`src/rtl/uart_tx_wb.sv`:
```
// uart_tx_wb: Wishbone slave UART transmitter (8N1).
//   The CPU pushes bytes into a TX FIFO through the TXDATA register. A serialiser
//   drains the FIFO onto tx_o as 8N1 frames. Each bit lasts BAUDDIV+1 clocks.
//   Register window (decoded from adr[3:2] only):
//     0 TXDATA  W: sel[0] pushes dat[7:0]; reads 0
//     1 STATUS  R: [0]busy [1]full [2]empty [3]overflow [15:8]count
//               W: dat[3]=1 with sel[0] clears overflow
//     2 BAUDDIV R/W [15:0], written byte-wise by sel[1:0]
//     3 unmapped: reads 0, writes ignored
// Ports:
//   clk, rst (async, active-low)
//   wb_dat_i/wb_we_i/wb_sel_i/wb_adr_i/wb_cyc_i/wb_stb_i  Wishbone request
//   wb_dat_o/wb_ack_o                                     Wishbone response
//   tx_o                                                  serial line, idle high
module uart_tx_wb #(
  parameter int          FIFO_DEPTH  = 16,
  parameter logic [15:0] BAUDDIV_RST = 16'd433
) (
  input  logic        clk,
  input  logic        rst,
  input  logic [31:0] wb_dat_i,
  input  logic        wb_we_i,
  input  logic [3:0]  wb_sel_i,
  input  logic [31:0] wb_adr_i,
  input  logic        wb_cyc_i,
  input  logic        wb_stb_i,
  output logic [31:0] wb_dat_o,
  output logic        wb_ack_o,
  output logic        tx_o
);

  localparam int AW = $clog2(FIFO_DEPTH);
  localparam int CW = AW + 1;

  typedef enum logic [1:0] {S_IDLE, S_START, S_DATA, S_STOP} state_t;

  state_t          state, state_nxt;
  logic [CW-1:0]   count;
  logic [AW-1:0]   wr_ptr, rd_ptr;
  logic [7:0]      mem [FIFO_DEPTH];
  logic [7:0]      shifter;
  logic [15:0]     baud_div;
  logic [15:0]     baud_cnt;
  logic [2:0]      bit_idx;
  logic            overflow;
  logic [31:0]     rdata;

  logic            req, full, empty, busy, push_req, push, pop, bit_end, load;
  logic [1:0]      reg_sel;
  logic            unused_ok;

  assign unused_ok = ^{wb_adr_i[31:4], wb_adr_i[1:0], wb_dat_i[31:16], wb_sel_i[3:2]};

  // A request is only taken while ack is low, which forces the idle cycle
  // between back-to-back accesses.
  assign req      = wb_cyc_i & wb_stb_i & ~wb_ack_o;
  assign reg_sel  = wb_adr_i[3:2];
  assign full     = (count == CW'(FIFO_DEPTH));
  assign empty    = (count == '0);
  assign busy     = (state != S_IDLE);
  assign push_req = req & wb_we_i & (reg_sel == 2'd0) & wb_sel_i[0];
  assign push     = push_req & ~full;
  assign bit_end  = (baud_cnt == 16'd0);

  always_comb begin
    rdata = 32'd0;
    case (reg_sel)
      2'd1:    rdata = {16'd0, 8'(count), 4'd0, overflow, empty, full, busy};
      2'd2:    rdata = {16'd0, baud_div};
      default: rdata = 32'd0;
    endcase
  end

  // Bus response and register state
  always_ff @(posedge clk or negedge rst) begin
    if (!rst) begin
      wb_ack_o <= 1'b0;
      wb_dat_o <= 32'd0;
      baud_div <= BAUDDIV_RST;
      overflow <= 1'b0;
    end else begin
      wb_ack_o <= req;
      wb_dat_o <= (req & ~wb_we_i) ? rdata : 32'd0;
      if (req & wb_we_i & (reg_sel == 2'd2)) begin
        if (wb_sel_i[0]) baud_div[7:0]  <= wb_dat_i[7:0];
        if (wb_sel_i[1]) baud_div[15:8] <= wb_dat_i[15:8];
      end
      if (push_req & full)
        overflow <= 1'b1;
      else if (req & wb_we_i & (reg_sel == 2'd1) & wb_sel_i[0] & wb_dat_i[3])
        overflow <= 1'b0;
    end
  end

  // FIFO control; pointers wrap naturally since the depth is a power of two
  always_ff @(posedge clk or negedge rst) begin
    if (!rst) begin
      count  <= '0;
      wr_ptr <= '0;
      rd_ptr <= '0;
    end else begin
      count <= count + {{(CW-1){1'b0}}, push} - {{(CW-1){1'b0}}, pop};
      if (push) wr_ptr <= wr_ptr + 1'b1;
      if (pop)  rd_ptr <= rd_ptr + 1'b1;
    end
  end

  always_ff @(posedge clk) begin
    if (push) mem[wr_ptr] <= wb_dat_i[7:0];
  end

  // Serialiser: state register
  always_ff @(posedge clk or negedge rst) begin
    if (!rst) state <= S_IDLE;
    else      state <= state_nxt;
  end

  // Serialiser: next state; a pop happens whenever a new frame is started
  always_comb begin
    state_nxt = state;
    pop       = 1'b0;
    case (state)
      S_IDLE:  if (!empty) begin
                 pop       = 1'b1;
                 state_nxt = S_START;
               end
      S_START: if (bit_end) state_nxt = S_DATA;
      S_DATA:  if (bit_end && bit_idx == 3'd7) state_nxt = S_STOP;
      S_STOP:  if (bit_end) begin
                 if (!empty) begin
                   pop       = 1'b1;
                   state_nxt = S_START;
                 end else begin
                   state_nxt = S_IDLE;
                 end
               end
      default: state_nxt = S_IDLE;
    endcase
  end

  // Serialiser: output
  always_comb begin
    tx_o = 1'b1;
    case (state)
      S_START: tx_o = 1'b0;
      S_DATA:  tx_o = shifter[0];
      default: tx_o = 1'b1;
    endcase
  end

  // Bit timer reloads from the live divider at every bit start, so a divider
  // write mid-frame only changes the length of the following bits.
  assign load = (state_nxt != S_IDLE) && ((state == S_IDLE) || bit_end);

  always_ff @(posedge clk or negedge rst) begin
    if (!rst) begin
      baud_cnt <= 16'd0;
      bit_idx  <= 3'd0;
    end else begin
      if (load)
        baud_cnt <= baud_div;
      else if (busy)
        baud_cnt <= baud_cnt - 16'd1;
      if (state == S_START && bit_end)
        bit_idx <= 3'd0;
      else if (state == S_DATA && bit_end)
        bit_idx <= bit_idx + 3'd1;
    end
  end

  always_ff @(posedge clk) begin
    if (pop)
      shifter <= mem[rd_ptr];
    else if (state == S_DATA && bit_end)
      shifter <= {1'b0, shifter[7:1]};
  end

endmodule
```
`config.mk`:
```
export PLATFORM = sky130hd
export DESIGN_NAME = uart_tx_wb
export DESIGN_NICKNAME = d
export VERILOG_FILES = /design/src/rtl/uart_tx_wb.sv
export SDC_FILE = /design/constraint.sdc
export NUM_CORES = 1
export LEC_CHECK = 0
export BUFFER_PORTS_ARGS = -buffer_cell sky130_fd_sc_hd__buf_2
export CELL_PAD_IN_SITES_DETAIL_PLACEMENT = 1
export CELL_PAD_IN_SITES_GLOBAL_PLACEMENT = 1
export CORE_UTILIZATION = 45
export DETAILED_ROUTE_END_ITERATION = 7
export GPL_TIMING_DRIVEN = 0
export PLACE_DENSITY = 0.81
export SLEW_MARGIN = 20
export SYNTH_ARGS = -nofsm -noshare
export SYNTH_HDL_FRONTEND = slang
export SYNTH_SLANG_ARGS = --single-unit
```
`constraint.sdc`:
```
create_clock -name clk -period 4.6 [get_ports clk]
set_input_delay 0.23 -clock clk [delete_from_list [all_inputs] [get_ports clk]]
set_output_delay 0.23 -clock clk [all_outputs]
set_load 0.01 [all_outputs]
```
======== Word level (Yosys, flattened, before mapping) ========
Memories as Yosys holds them, arrays and structs flattened.
Cells that the tools add are included.
word-level totals
  register bits ........................... 92
  bits in latches ......................... 0
  memory bits (writable) .................. 128
  bits in read-only memories .............. 0
  input port bits ......................... 73
  output and inout port bits .............. 34
  logic and storage cells ................. 80
  memories ................................ 1
cells by class
  add/subtract/negate cells ............... 6
  multiply operators ...................... 0
  div/mod/pow operators ................... 0
  $lt $le $gt $ge ......................... 0
  eq/ne operators ......................... 7
  shift-type cells ........................ 0
  multiplexer cells ....................... 22
  bitwise operators ....................... 15
  reductions and logical operators ........ 17
memories
  name  depth  width  rd ports  clocked after Yosys merged registers in  write ports  RTL line  RTL
  mem   16     8      1         0                                        1            40        logic [7:0] mem [FIFO_DEPTH];
operators with widths
  operator               number
  $mux 16                2
  $mux 32                1
  $pmux 16 s2            1
  $logic_not 16->1       1
  $mux 8                 2
  $sub 16x1->16 const B  1
  $and 1x1->1            12
  $reduce_bool 2->1      6
  $add 4x1->4 const B    2
  $mux 2                 4
  $pmux 2 s4             1
  $mux 1                 7
  $eq 2x2->1 const B     3
  $mux 3                 2
  $add 5x1->5            1
  $eq 5x5->1 const B     1
  $logic_not 5->1        1
  $sub 5x1->5            1
  $eq 2x1->1 const B     2
  $logic_and 1x1->1      4
  $logic_not 2->1        2
  $pmux 1 s2             2
  $reduce_and 2->1       2
  $add 3x1->3 const B    1
  3 further kinds        5

======== Longest topological paths before layout ========
  depth in word-level cells ............... 8
  mapped depth ............................ 17
  mapped depth without buffers ............ 15

======== Worst setup path before layout ========
OpenSTA, ideal clock, no wires.
  path kind ............................... flip-flop to flip-flop
  start ................................... register baud_cnt[0]
  end ..................................... register count[4]
  setup time .............................. 0.125 ns
  arrival time ............................ 3.097 ns
  required time ........................... 4.475 ns
  slack ................................... 1.378 ns
  stages on the path, launching flop included .. 18
  path buffers ............................ 2
  clock period less this slack ............ 3.222 ns
  cells stage by stage .................... dfrtp_1 inv_1 ha_1 nor4b_4 and4_1 buf_2 a21oi_1 nor3_2 buf_2 xor2_1 ha_1 inv_1 fa_1 inv_1 a21oi_1 nor2_1 nor2_1 xnor2_1
between the ends
  longest elaborated chain between the ends .. 4
RTL lines
  item                    RTL line  RTL
  start, declared         43        logic [15:0] baud_cnt;
  start signal, assigned  161       baud_cnt <= baud_div;
  start signal, assigned  163       baud_cnt <= baud_cnt - 16'd1;
  $logic_not 16->1        63        assign bit_end = (baud_cnt == 16'd0);
  $mux 1                  129       S_STOP: if (bit_end) begin
  $pmux 1 s2              122       case (state)
  $sub 5x1->5             102       count <= count + {{(CW-1){1'b0}}, push} - {{(CW-1){1'b0}}, pop};
  end signal, assigned    102
  end, declared           38        logic [CW-1:0] count;
Every way passes these cells.
A chain may end at the register's enable or synchronous reset.

======== Worst setup path in the final report ========
Ends and elaborated chain as after synthesis.

==> impl_metrics.py <==
metrics = {
    "status": {
        "status": "complete, no violations",
    },
    "floorplan": {
        "floorplan.rows": 51,
        "initial_core_util_pct": 46.3,
        "fp.dieH_um": 144,
        "die_w_um": 144,
        "ios": 107,
        "die_area_um2": 20700,
        "core_um2": 19600,
    },
    "final_layout": {
        "multi_input_area_um2": 3040,
        "fin_cells": 971,
        "n_antenna_cell": 0,
        "drive_gt1_share_pct": 26.2,
        "regArea_um2": 5790,
        "syn2layout_area_growth_pct": 16.4,
        "final_nets": 784,
        "fillers": 1905,
    },
    "min_path": {
        "whs_path_depth": 3,
        "min_path_type": "in2reg",
        "hold_end": "wb_ack_o",
        "hold_start": "wb_cyc_i",
    },
    "routing": {
        "viasPerCell": 5.72,
        "drc": 0,
        "drt-initial-drc-count": 387,
        "wire_per_inst_um": 23.9,
        "vias": 5553,
        "ant_nets": 0,
        "dr.pass1.iters": 4,
        "drt-total-wl_um": 23200,
    },
    "global_routing": {
        "grt_antenna_before_repair": 0,
        "grt-ovfl-total": 0,
        "grt_pass1_vias": 5981,
        "grtUsageTotal_pct": 23.7,
        "grt_max_degree": 59,
        "grt_first_pass_wirelength_um": 35800,
    },
    "clocking": {
        "clockRootBuffer": "clkbuf_16",
        "clk_path_buf_depth": 3,
        "clk_pin_slew_ns": 0.06,
        "htreeDepth": 1,
        "insertion_delay_ns": 0.52,
        "post_cts_buffers": 0,
        "ctsResizeCount": 0,
        "tritoncts": "done",
        "numCtsBuffers": 23,
        "cts_sinks": 204,
    },
    "timing": {
        "finalSetupViolations": 0,
        "worst-slew-pin-transition_ns": 0.979,
        "period_needed_ns": 4.03,
        "period_share_pct": 87.5,
        "rsz0062_at_grt": "no",
        "slew_viol_final": 0,
        "hold_viol": 0,
        "slew_headroom_pct": 34.5,
        "fin_setup_tns_ns": 0,
        "clock_skew_ns": 0.0140,
        "max_freq_mhz": 248,
    },
    "worst_setup_path": {
        "cp-end-kind": "flop",
        "reg2reg_setup_slack_ns": 0.57,
        "crit_fanout": 10,
        "slowest_delay_ns": 0.46,
        "worstSetupPathType": "reg2reg",
        "crit_chain": "inv_1 > ha_1 > nor4b_4 > and4_1 > buf_2 > a21oi_1 > nor3_2 > buf_2 > xor2_1 > ha_1 > inv_1 > fa_1 > inv_1 > a21oi_1 > nor2_1 > nor2_1 > xnor2_1",
        "cpMaxStageDelayCell": "nor3_2",
        "reg2regPathDepth": 17,
        "worstPathArrival_ns": 4.41,
        "r2r-start": "baud_cnt[0]",
        "r2r_end": "count[4]",
        "crit_required_ns": 4.99,
        "cpMostUsedCell": "inv_1",
        "cp-start-kind": "flop",
    },
    "placement": {
        "portBuffers": 42,
        "dp_cells": 920,
        "place_hpwl_um": 15600,
        "gp_congestion": 0.822,
    },
    "logic_synthesis": {
        "synth_area_leaders": "edfxtp_1 45%, dfrtp_1 17%, mux4_2 9.9%, ha_1 2.9%, mux2_2 2.6%",
        "ys_types": 65,
        "synth-edff-count": 136,
        "synth-main-ff-cell": "edfxtp_1",
        "synth_area_leader_cell": "edfxtp_1",
        "netlist_instances": 597,
        "synth_top_area_share_pct": 45.0,
        "synthArstFlopShare_pct": 33.3,
        "synth.cell_area_um2": 9080,
        "avgSynthCellArea_um2": 15.2,
        "yosysWarningCount": 0,
        "ys_ff_latch": 204,
        "synth.most_common_cell": "edfxtp_1",
        "yosysSeqAreaShare_pct": 63.8,
        "synthTopCellsByCount": "136 x edfxtp_1, 63 x dfrtp_1, 40 x mux4_2",
    },
    "power": {
        "leakage_nw": 3.99,
        "power_density_nw_per_um2": 575,
        "peakVddDrop_uv": 469,
    },
    "flow_run": {
        "drv_cap": 0,
    },
}
## cell families after synthesis
group / count (synthesis) / synth area share, %
flip-flops: 204 / 63.8
AND/OR/NAND/NOR: 133 / 8.26
AO/OA/AOI/OAI: 88 / 6.63
buffers and inverters: 69 / 3.71
multiplexers: 65 / 13.0
adder cells (fa/ha/maj): 22 / 3.12
XOR/XNOR: 15 / 1.45
other: 1 / 0.0413
## per-stage QoR
step	worst slack [ns]	cell area [um2]	power (mW)	utilization (%)	hold slack, ns
floorplan	1.38	9130	3.72	-	-0.0656
global placement	0.697	9670	4.12	49.4	0.439
detailed placement	0.522	9730	4.27	49.7	0.0918
CTS	0.552	10600	6.10	53.9	0.0446
global route	0.236	10600	6.36	54.0	0.0553
finish	0.574	10600	6.08	54.0	0.0596
## how the worst max path moves through the flow
stage               depth (start not counted)       end        start
global route                               17  count[4]  baud_cnt[0]
CTS                                        17  count[4]  baud_cnt[0]
finish                                     17  count[4]  baud_cnt[0]
global placement                           17  count[4]  baud_cnt[0]
floorplan                                  17  count[4]  baud_cnt[0]
detailed placement                         17  count[4]  baud_cnt[0]
## placed cells by master, fill, tap and decap left out, types with 8 or more instances in the layout
cell type        n
edfxtp_1       136
dfrtp_1         63
buf_2           46
mux4_2          40
nor2_1          29
nand2_1         28
clkbuf_1        23
clkbuf_16       23
inv_1           22
mux2_2          21
ha_1            21
buf_4           18
conb_1          16
nor3_1          15
a21oi_1         15
o21ai_0         14
o21ai_1         14
and2_1          11
xnor2_1         10
a22oi_1         10
nand3_1         10
dlygate4sd3_1    9
buf_1            8
## flip-flops by register name (all words and copies together), names as in the netlist
| signal | count |
|---|---|
| wb_dat_o | 16 |
| bit_idx | 3 |
| count | 5 |
| overflow | 1 |
| baud_div | 16 |
| baud_cnt | 16 |
| state | 2 |
| wb_ack_o | 1 |
| mem | 128 |
| rd_ptr | 4 |
| shifter | 8 |
| wr_ptr | 4 |
## routing by layer
layer  share of wire [%]  GRT usage (%)  vias to the layer above  wire length (um)
li1                    -              -                     2445                 -
met1                  40           30.1                     2875              9360
met2                  51           40.2                      182             11800
met3                 5.1           4.07                       51              1180
met4                 3.4           9.85                        0               799
met5                   0              0                        -                 0
## cell type report
class,count,area share [%]
flip-flops and latches,204,54.8
multi-input cells,339,28.7
clock buffers,34,6.03
well taps,265,3.14
repair buffers,52,3.13
plain buffers,45,2.33
clock inverters,8,0.994
inverters,24,0.852
## critical path: cells and delay by family, from the launching register on
kind	cells	cell delay, ns
xor gates and xnor gates	2	0.33
DFF	1	0.40
AOI/OAI and AO/OA	2	0.18
buffers and inverters	5	0.89
and+or+nand+nor	5	1.21
adders and majority gates	3	0.86
## timing repair
| action | 4_1_cts | 5_1_grt |
|---|---|---|
| endpoints found under the setup margin | 0 | 0 |
| hold buffers | 9 | 0 |
| endpoints found under the hold margin | 71 | 0 |
## where the power goes
part | total (mW) | leakage (nW) | internal, mW | switching [mW]
Combinational | 1.89 | 1.55 | 0.847 | 1.04
Clock | 1.81 | 0.362 | 1.08 | 0.731
Sequential | 2.38 | 2.08 | 2.17 | 0.214
No activity file was read; power rests on OpenSTA's default activity.
